==> src/rtl/bcd_display_mux.sv <==
// Time-multiplexed 7-segment driver for a packed BCD value. Input is staged on
// load and applied to the scanned shadow copy only at frame wrap.
module bcd_display_mux #(
  parameter int DIGITS        = 4,
  parameter int REFRESH_DIV   = 1000,
  parameter int DEAD          = 2,
  parameter int ACTIVE_LOW    = 1,
  parameter int BLANK_LEADING = 1
) (
  input  logic                  clk,
  input  logic                  clr,
  input  logic [4*DIGITS-1:0]   bcd_in,
  input  logic [DIGITS-1:0]     dp_in,
  input  logic                  load,
  output logic [6:0]            seg,
  output logic                  dp,
  output logic [DIGITS-1:0]     an,
  output logic                  frame
);

  localparam int PW = (REFRESH_DIV > 1) ? $clog2(REFRESH_DIV) : 1;
  localparam int IW = (DIGITS > 1) ? $clog2(DIGITS) : 1;
  localparam logic [PW-1:0] PRESC_LAST = PW'(REFRESH_DIV - 1);
  localparam logic [PW-1:0] PRESC_DEAD = PW'(DEAD);
  localparam logic [IW-1:0] IDX_LAST   = IW'(DIGITS - 1);
  localparam logic          INV        = (ACTIVE_LOW != 0);
  localparam logic [6:0]        SEG_OFF = {7{INV}};
  localparam logic [DIGITS-1:0] AN_OFF  = {DIGITS{INV}};

  // Active-high segment pattern {g,f,e,d,c,b,a}; non-BCD codes show a dash.
  function automatic logic [6:0] decode7(input logic [3:0] d);
    logic [6:0] s;
    case (d)
      4'd0:    s = 7'b0111111;
      4'd1:    s = 7'b0000110;
      4'd2:    s = 7'b1011011;
      4'd3:    s = 7'b1001111;
      4'd4:    s = 7'b1100110;
      4'd5:    s = 7'b1101101;
      4'd6:    s = 7'b1111101;
      4'd7:    s = 7'b0000111;
      4'd8:    s = 7'b1111111;
      4'd9:    s = 7'b1101111;
      default: s = 7'b1000000;
    endcase
    return s;
  endfunction

  logic [PW-1:0]         presc_q, presc_d;
  logic [IW-1:0]         idx_q, idx_d;
  logic [4*DIGITS-1:0]   stage_bcd_q, stage_bcd_d;
  logic [DIGITS-1:0]     stage_dp_q, stage_dp_d;
  logic [4*DIGITS-1:0]   shadow_bcd_q, shadow_bcd_d;
  logic [DIGITS-1:0]     shadow_dp_q, shadow_dp_d;
  logic                  pending_q, pending_d;
  logic                  frame_q, frame_d;
  logic [DIGITS-1:0]     an_q, an_d;
  logic [6:0]            seg_q, seg_d;
  logic                  dp_q, dp_d;

  logic                  slot_wrap_s;
  logic                  frame_wrap_s;
  logic [DIGITS-1:0]     blank_s;
  logic                  zero_run_s;
  logic [3:0]            cur_digit_s;
  logic                  cur_dp_s;

  // Scan counters and the staging/shadow handoff.
  always_comb begin
    slot_wrap_s  = (presc_q == PRESC_LAST);
    frame_wrap_s = slot_wrap_s && (idx_q == IDX_LAST);

    if (slot_wrap_s) begin
      presc_d = {PW{1'b0}};
      if (idx_q == IDX_LAST) begin
        idx_d = {IW{1'b0}};
      end else begin
        idx_d = idx_q + IW'(1);
      end
    end else begin
      presc_d = presc_q + PW'(1);
      idx_d   = idx_q;
    end

    if (frame_wrap_s && pending_q) begin
      shadow_bcd_d = stage_bcd_q;
      shadow_dp_d  = stage_dp_q;
    end else begin
      shadow_bcd_d = shadow_bcd_q;
      shadow_dp_d  = shadow_dp_q;
    end

    // A load coinciding with the wrap refills staging and stays pending.
    if (load) begin
      stage_bcd_d = bcd_in;
      stage_dp_d  = dp_in;
      pending_d   = 1'b1;
    end else if (frame_wrap_s) begin
      stage_bcd_d = stage_bcd_q;
      stage_dp_d  = stage_dp_q;
      pending_d   = 1'b0;
    end else begin
      stage_bcd_d = stage_bcd_q;
      stage_dp_d  = stage_dp_q;
      pending_d   = pending_q;
    end

    frame_d = frame_wrap_s;
  end

  // Leading-zero blanking mask, walking down from the most significant digit.
  always_comb begin
    blank_s    = {DIGITS{1'b0}};
    zero_run_s = (BLANK_LEADING != 0);
    for (int k = DIGITS - 1; k > 0; k--) begin
      zero_run_s = zero_run_s && (shadow_bcd_q[4*k +: 4] == 4'd0);
      blank_s[k] = zero_run_s;
    end
  end

  // Output decode for the slot currently addressed by (idx, presc).
  always_comb begin
    cur_digit_s = shadow_bcd_q[{idx_q, 2'b00} +: 4];
    cur_dp_s    = shadow_dp_q[idx_q];
    if ((presc_q >= PRESC_DEAD) && !blank_s[idx_q]) begin
      an_d  = AN_OFF ^ (DIGITS'(1) << idx_q);
      seg_d = SEG_OFF ^ decode7(cur_digit_s);
      dp_d  = INV ^ cur_dp_s;
    end else begin
      an_d  = AN_OFF;
      seg_d = SEG_OFF;
      dp_d  = INV;
    end
  end

  // State and registered outputs; clr forces the display dark immediately.
  always_ff @(posedge clk or negedge clr) begin
    if (!clr) begin
      presc_q      <= {PW{1'b0}};
      idx_q        <= {IW{1'b0}};
      stage_bcd_q  <= {(4*DIGITS){1'b0}};
      stage_dp_q   <= {DIGITS{1'b0}};
      shadow_bcd_q <= {(4*DIGITS){1'b0}};
      shadow_dp_q  <= {DIGITS{1'b0}};
      pending_q    <= 1'b0;
      frame_q      <= 1'b0;
      an_q         <= AN_OFF;
      seg_q        <= SEG_OFF;
      dp_q         <= INV;
    end else begin
      presc_q      <= presc_d;
      idx_q        <= idx_d;
      stage_bcd_q  <= stage_bcd_d;
      stage_dp_q   <= stage_dp_d;
      shadow_bcd_q <= shadow_bcd_d;
      shadow_dp_q  <= shadow_dp_d;
      pending_q    <= pending_d;
      frame_q      <= frame_d;
      an_q         <= an_d;
      seg_q        <= seg_d;
      dp_q         <= dp_d;
    end
  end

  assign an    = an_q;
  assign seg   = seg_q;
  assign dp    = dp_q;
  assign frame = frame_q;

endmodule

==> config.mk <==
export PLATFORM = sky130hd
export DESIGN_NAME = bcd_display_mux
export DESIGN_NICKNAME = d
export VERILOG_FILES = /design/src/rtl/bcd_display_mux.sv
export SDC_FILE = /design/constraint.sdc
export NUM_CORES = 1
export LEC_CHECK = 0
export CAP_MARGIN = 20
export CORE_ASPECT_RATIO = 0.6
export CORE_UTILIZATION = 50
export DETAILED_ROUTE_END_ITERATION = 8
export HOLD_SLACK_MARGIN = 0.08
export PLACE_DENSITY = 0.75
export REMOVE_ABC_BUFFERS = 1
export SLEW_MARGIN = 20
export SYNTH_ARGS = -nofsm -noshare
export SYNTH_HDL_FRONTEND = slang
export SYNTH_SLANG_ARGS = --single-unit
==> constraint.sdc <==
create_clock -name clk -period 1.8 [get_ports clk]
set_input_delay 0.18 -clock clk [delete_from_list [all_inputs] [get_ports clk]]
set_output_delay 0.18 -clock clk [all_outputs]
set_load 0.05 [all_outputs]
==> impl_metrics.tcl, run 1 <==
set metrics [dict create \
    syn-instance-count 222 \
    layout-area-overhead-vs-synth_pct 24.4 \
    setup.worst_path.end_class "flop" \
    synth.avg_cell_area_um2 13.5 \
    io-pin-count 36 \
    antennaDiodeCount 0 \
    max-vdd-ir-drop_mv 0.501 \
    clock-sinks 66 \
    largest_net_degree_at_the_start_of_global_routing 67 \
    rsz_0062_raised_after_global_routing "true" \
    drive_gt1_share_pct 39.4 \
    detailedPlace.worstSlack_ns 0.0369 \
    outcome "complete, no violations" \
    cp_data_required_time_ns 2.08 \
    max-cap-violations 0 \
    async_flop_share_pct 100 \
    setup_total_negative_slack_ns 0 \
    place.port_buffers 35 \
    initial_core_util_pct 52.9 \
    worst_skew_pair.late_latency_ns 0.34 \
    grt_remaining_overflow 0 \
    list_of_most_frequent_post_synthesis_cells "54 x sky130_fd_sc_hd__dfrtp_1, 20 x sky130_fd_sc_hd__mux2_2, 20 x sky130_fd_sc_hd__mux2_4, 14 x sky130_fd_sc_hd__nand2_1" \
    power-per-cell-area_nw_per_um2 777 \
    placement_rows 21 \
    grt_pass1_wl_um 9030 \
    horizontal_extent_of_the_die_um 102 \
    grt.total_usage_pct 20.3 \
    cellLeakagePower_uw 0.00175 \
    wl_per_cell_um 15.5 \
    critical_path.max_stage_delay_ns 0.56 \
    coreArea_um2 5680 \
    drcViolationCount 0 \
    post-route-worst-setup-slack_ns 0.0678 \
    ys.warnings.count 0 \
    dr.first_iter.drc_count 47 \
    fin_worst_hold_slack_ns 0.377 \
    cts_buffer_depth 2 \
    gp_routability_congestion 0.913 \
    post-synth-top-count-cell "sky130_fd_sc_hd__dfrtp_1" \
    timing.slew.headroom_pct 67.1 \
    finalHoldViolCount 0 \
    tritoncts "yes" \
    min_period_ns 1.73 \
    post-route-period-util_pct 96.2 \
    h_tree_level_count 3 \
    numCtsBuffers 9 \
    route.detailed.vias_per_inst 5.13 \
    detailedRoute.firstPassIterationCount 5 \
    drtAntennaViolNets 0 \
    routed_wirelength_um 5570 \
    critPathTopFamily "multiplexers" \
    count_of_state_elements_after_synthesis 66 \
    yosys-top-cells-area "sky130_fd_sc_hd__dfrtp_1 45%, sky130_fd_sc_hd__dfstp_2 11%, sky130_fd_sc_hd__mux2_4 10%" \
    die_area_um2 6320 \
    dieHeight_um 62.0 \
    crit_path_cell_trace "buf_6, mux4_2, mux2i_1, or2_2, nand3_1" \
    final_net_count 308 \
    worstHoldPathType "in2async" \
    synth.lib_cells_used.distinct 38 \
    synthesis.area_um2 3000 \
    synth_edf_count 0 \
    clock_tree.root_cell "sky130_fd_sc_hd__clkbuf_8" \
    fin_worst_skew_ns 0.00752 \
    vias 1841 \
    worst-endpoint-arrival_ns 2.01 \
    post-synth-top-area-cell "sky130_fd_sc_hd__dfrtp_1" \
    cp_max_fo 9 \
    setup.worst_path.class "reg2reg" \
    fraction_of_the_yosys_area_taken_by_sequential_cells_pct 55.5 \
    finalSetupViolations 0 \
    dpl.hpwl_um 3740 \
    netlist.area_leader.share_pct 45.0 \
    critPathLaunchType "flop" \
    antenna_found_initial 0 \
    cpMaxStageDelayCell "sky130_fd_sc_hd__mux4_2" \
    tightestPinTransition_ns 0.493 \
    critPathBufInv 1 \
    grt_pass1_vias 1741 \
    clock_edge_transition_at_the_registers_on_the_reported_setup_and_hold_paths_ns 0.07 \
    maxClockFrequency_mhz 577 \
    nFillCells 425 \
    final_count_of_pins_violating_max_slew 0 \
    ys_dominant_reg_cell "sky130_fd_sc_hd__dfrtp_1" \
]
[metrics by stage]
step                      util (%)  cells  power (uW)  cell area (um2)
final                         65.8    359        2900             3730
after global routing          65.8    359        3020             3730
after CTS                     64.9    356        2950             3690
after detailed placement      61.4    339        1730             3490
after global placement        61.4    339        1720             3490
after floorplan                  -    211        1620             2940
[state kept, by name, indices dropped and copies added, names as in the netlist]
register,cells
idx_q,2
presc_q,10
stage_dp_q,4
an,4
dp,1
shadow_bcd_q,16
pending_q,1
frame,1
seg,7
shadow_dp_q,4
stage_bcd_q,16
[power breakdown]
group | internal [uW] | switching [uW]
Sequential | 1530 | 23.9
Clock | 675 | 529
Combinational | 89.8 | 53.8
[layer usage]
layer	vias to the layer above	track usage, %	share of wire (%)
met5	-	0	0
met3	6	7.27	5.0
met4	0	7.76	0.65
met1	906	28.1	50
li1	877	-	-
met2	52	29.6	44
[timing repair]
action,4_1_cts,5_1_grt
hold endpoints to repair,54,0
gates resized for setup,0,8
hold buffers,1,0
setup buffers,0,3
endpoints found under the setup margin,0,23
[placed cells by master (no fill, tap or decap), types with 2 or more instances in the layout]
| cell type | n |
|---|---|
| sky130_fd_sc_hd__ha_2 | 2 |
| sky130_fd_sc_hd__nand2_1 | 14 |
| sky130_fd_sc_hd__mux4_2 | 5 |
| sky130_fd_sc_hd__xnor2_1 | 2 |
| sky130_fd_sc_hd__ha_1 | 9 |
| sky130_fd_sc_hd__buf_12 | 3 |
| sky130_fd_sc_hd__inv_1 | 9 |
| sky130_fd_sc_hd__clkbuf_8 | 10 |
| sky130_fd_sc_hd__mux2i_1 | 2 |
| sky130_fd_sc_hd__dfrtp_1 | 54 |
| sky130_fd_sc_hd__dfstp_2 | 12 |
| sky130_fd_sc_hd__nand3_2 | 2 |
| sky130_fd_sc_hd__mux2_2 | 20 |
| sky130_fd_sc_hd__clkdlybuf4s50_1 | 22 |
| sky130_fd_sc_hd__nand3_1 | 6 |
| sky130_fd_sc_hd__o21ai_0 | 7 |
| sky130_fd_sc_hd__mux2_4 | 20 |
| sky130_fd_sc_hd__clkbuf_1 | 3 |
| sky130_fd_sc_hd__nor4_1 | 5 |
| sky130_fd_sc_hd__nor2_1 | 12 |
| sky130_fd_sc_hd__or2_2 | 2 |
| sky130_fd_sc_hd__o21ai_1 | 2 |
| sky130_fd_sc_hd__a21oi_1 | 5 |
| sky130_fd_sc_hd__xor2_1 | 4 |
| sky130_fd_sc_hd__buf_4 | 24 |
| sky130_fd_sc_hd__clkinv_2 | 2 |
[final cells by class]
cell class	instances	area, um2	share of cell area [%]
clock buffer	13	149	3.99
clock inverter	3	40.0	1.07
inverter	10	37.5	1.01
multi-input combinational	135	1250	33.6
sequential	66	1670	44.6
tap	80	100	2.68
timing repair buffer	52	487	13.0
[tightest hold or removal path, cell delays in order]
cell and delay, ns:
sky130_fd_sc_hd__dlygate4sd3_1 0.51, sky130_fd_sc_hd__buf_2 0.12, sky130_fd_sc_hd__buf_12 0.30
[path summary, 6_finish.rpt]
kind                       cells after the start       endpoint  slack (ns)  startpoint
setup / recovery                               5         seg[0]        0.07    idx_q[0]
hold / removal                                 3     presc_q[7]        0.38         clr
setup reg to reg                               5         seg[0]        0.07    idx_q[0]
hold reg to reg                                1     presc_q[0]        0.47  presc_q[0]
max in group asynchronous                      3         seg[1]        1.11         clr
min in group clk                               2  stage_dp_q[2]        0.45    dp_in[2]
[cell families after synthesis]
group                    count (synthesis)  share of synthesized area (%)
XOR/XNOR                                 6                           1.75
multiplexers                            47                           21.9
AND/OR/NAND/NOR                         52                           9.30
adder cells (fa/ha/maj)                 11                           4.59
AO/OA/AOI/OAI                           19                           3.50
flip-flops                              66                           55.5
buffers and inverters                   21                           3.38
Note: power is estimated with default switching activity, not from simulation.
==> run 2: changes to the inputs <==
==> constraint.sdc (replaced) <==
create_clock -name clk -period 1.8 [get_ports clk]
set_input_delay 0.36 -clock clk [delete_from_list [all_inputs] [get_ports clk]]
set_output_delay 0.36 -clock clk [all_outputs]
set_load 0.05 [all_outputs]
==> run 2 against run 1 <==
Effect of this change: flip-flop and latch count is the same; critical path depth increased by 2; final cell count increased by 0.56%; design area grew 0.87%; clock skew rose by 0.0028 ns; count of clock-buffer cells in the layout down 2.
==> impl_metrics.tcl, run 2 (synthesis gave the netlist of run 1 again) <==
set metrics [dict create \
    largestRegisters "shadow_bcd_q (16), stage_bcd_q (16), presc_q (10)" \
    tightestPinTransition_ns 0.394 \
    tritoncts "yes" \
    power-per-cell-area_nw_per_um2 811 \
    place.port_buffers 35 \
    stdcell_count 361 \
    setup.worst_path.end_class "flop" \
    routed_wirelength_um 5260 \
    placement_rows 21 \
    initial_core_util_pct 52.9 \
    cp_max_fo 6 \
    setup.worst_path.class "reg2reg" \
    gp_routability_congestion 0.888 \
    min_delay_path_depth 1 \
    final_count_of_pins_violating_max_slew 0 \
    timing.slew.headroom_pct 73.5 \
    fin_worst_skew_ns 0.0103 \
    grt_pass1_vias 1758 \
    h_tree_level_count 3 \
    worst-r2r-setup-slack_ns 0.06 \
    highest-signal-layer "met4" \
    mostFrequentLayoutCell "sky130_fd_sc_hd__dfrtp_1" \
    drtAntennaViolNets 0 \
    finalSetupViolations 0 \
    clock-sinks 66 \
    max-vdd-ir-drop_mv 0.516 \
    grt_pass1_wl_um 8670 \
    mostFrequentLayoutCells "54 x sky130_fd_sc_hd__dfrtp_1, 26 x sky130_fd_sc_hd__buf_4, 21 x sky130_fd_sc_hd__clkdlybuf4s50_1" \
    post-route-worst-setup-slack_ns 0.0609 \
    outcome "complete, no violations" \
    hold_path_startpoint "stage_bcd_q[14]" \
    grt.total_usage_pct 19.5 \
    largest_net_degree_at_the_start_of_global_routing 67 \
    dieHeight_um 62.0 \
    cellLeakagePower_uw 0.00177 \
    placedCellCount 340 \
    numCtsBuffers 9 \
    clock_tree.root_cell "sky130_fd_sc_hd__clkbuf_8" \
    vias 1855 \
    worstHoldPathType "reg2reg" \
    route.detailed.vias_per_inst 5.14 \
    worst-endpoint-arrival_ns 2.02 \
    antenna_found_initial 0 \
    drcViolationCount 0 \
    regToRegStartpoint "idx_q[0]" \
    dr_wl_met2_um 2230 \
    final_net_count 310 \
    coreArea_um2 5680 \
    total_power_uw 3060 \
    critPathLaunchType "flop" \
    worst_skew_pair.late_latency_ns 0.35 \
    nFillCells 441 \
    r2r.worst_path.cells 7 \
    setup_total_negative_slack_ns 0 \
    dr.first_iter.drc_count 67 \
    wl_met1_um 2610 \
    met3_length_um 353 \
    horizontal_extent_of_the_die_um 102 \
    cts_buffer_depth 2 \
    detailedRoute.firstPassIterationCount 4 \
    clock_edge_transition_at_the_registers_on_the_reported_setup_and_hold_paths_ns 0.07 \
    min_period_ns 1.74 \
    detailedPlace.worstSlack_ns 0.0437 \
    grt_remaining_overflow 0 \
    hold-path-endpoint "shadow_bcd_q[14]" \
    finalHoldViolCount 0 \
    drive_gt1_share_pct 40.2 \
    reg2reg_to "seg[2]" \
    max-cap-violations 0 \
    post-route-period-util_pct 96.6 \
    wl_per_cell_um 14.6 \
    cp_data_required_time_ns 2.08 \
    io-pin-count 36 \
    die_area_um2 6320 \
    maxClockFrequency_mhz 575 \
    layout-area-overhead-vs-synth_pct 25.5 \
    dpl.hpwl_um 3650 \
    antennaDiodeCount 0 \
]
==> run 2: stage by stage <==
step	utilization, %	cell area (um2)	hold slack, ns
final	66.4	3770	0.502
after global routing	66.4	3770	0.522
after CTS	65.6	3720	0.504
after detailed placement	61.5	3490	0.399
after global placement	61.5	3490	0.397
after floorplan	-	2940	0.0644
==> run 2: cell type report <==
class,count,area (um2),area share (%)
sequential,66,1670,44.3
clock inverter,5,77.6,2.06
timing repair buffer,54,503,13.4
tap,80,100,2.66
clock buffer,11,141,3.75
multi-input combinational,135,1240,32.9
inverter,10,37.5,0.997
==> run 2: worst max-delay path by stage <==
stage                from         endpoint  slack, ns  depth (start not counted)
5_1_grt          idx_q[0]           seg[2]     -0.005                          7
6_report         idx_q[0]           seg[2]       0.06                          7
3_3_place_gp     idx_q[0]           seg[0]       0.07                          5
3_5_place_dp     idx_q[0]           seg[5]       0.04                          5
2_1_floorplan  presc_q[1]  shadow_bcd_q[0]      -0.39                          5
4_1_cts          idx_q[0]           seg[5]       0.02                          5
==> run 2: critical path, cell delays in order, from the launching register on <==
cell and delay, ns:
sky130_fd_sc_hd__dfrtp_1 0.42, sky130_fd_sc_hd__mux4_2 0.55, sky130_fd_sc_hd__buf_4 0.18, sky130_fd_sc_hd__ha_1 0.17
sky130_fd_sc_hd__inv_1 0.08, sky130_fd_sc_hd__nor2_1 0.06, sky130_fd_sc_hd__o22ai_1 0.14, sky130_fd_sc_hd__nand2_1 0.08
==> run 2: power by group <==
part	internal (uW)	switching (uW)
sequential	1530	24.5
combinational	91.6	53.5
clock	813	544
==> run 2: routing by layer <==
metal	global-route usage, %	vias up
met5	0	-
met4	7.35	0
met3	7.38	9
met2	28.4	57
met1	26.9	906
li1	-	883
==> run 2: repair_timing <==
action / 4_1_cts / 5_1_grt
gates resized for setup: 0 / 7
setup endpoints to repair: 0 / 17
setup buffers: 0 / 4
hold endpoints to repair: 54 / 0
hold buffers: 1 / 0
==> run 3: changes to the inputs <==
Settings changed: ABC_AREA set to 0.
==> results of run 3 <==
Same layout as run 2: the final DEF is identical, and so are final timing and power.
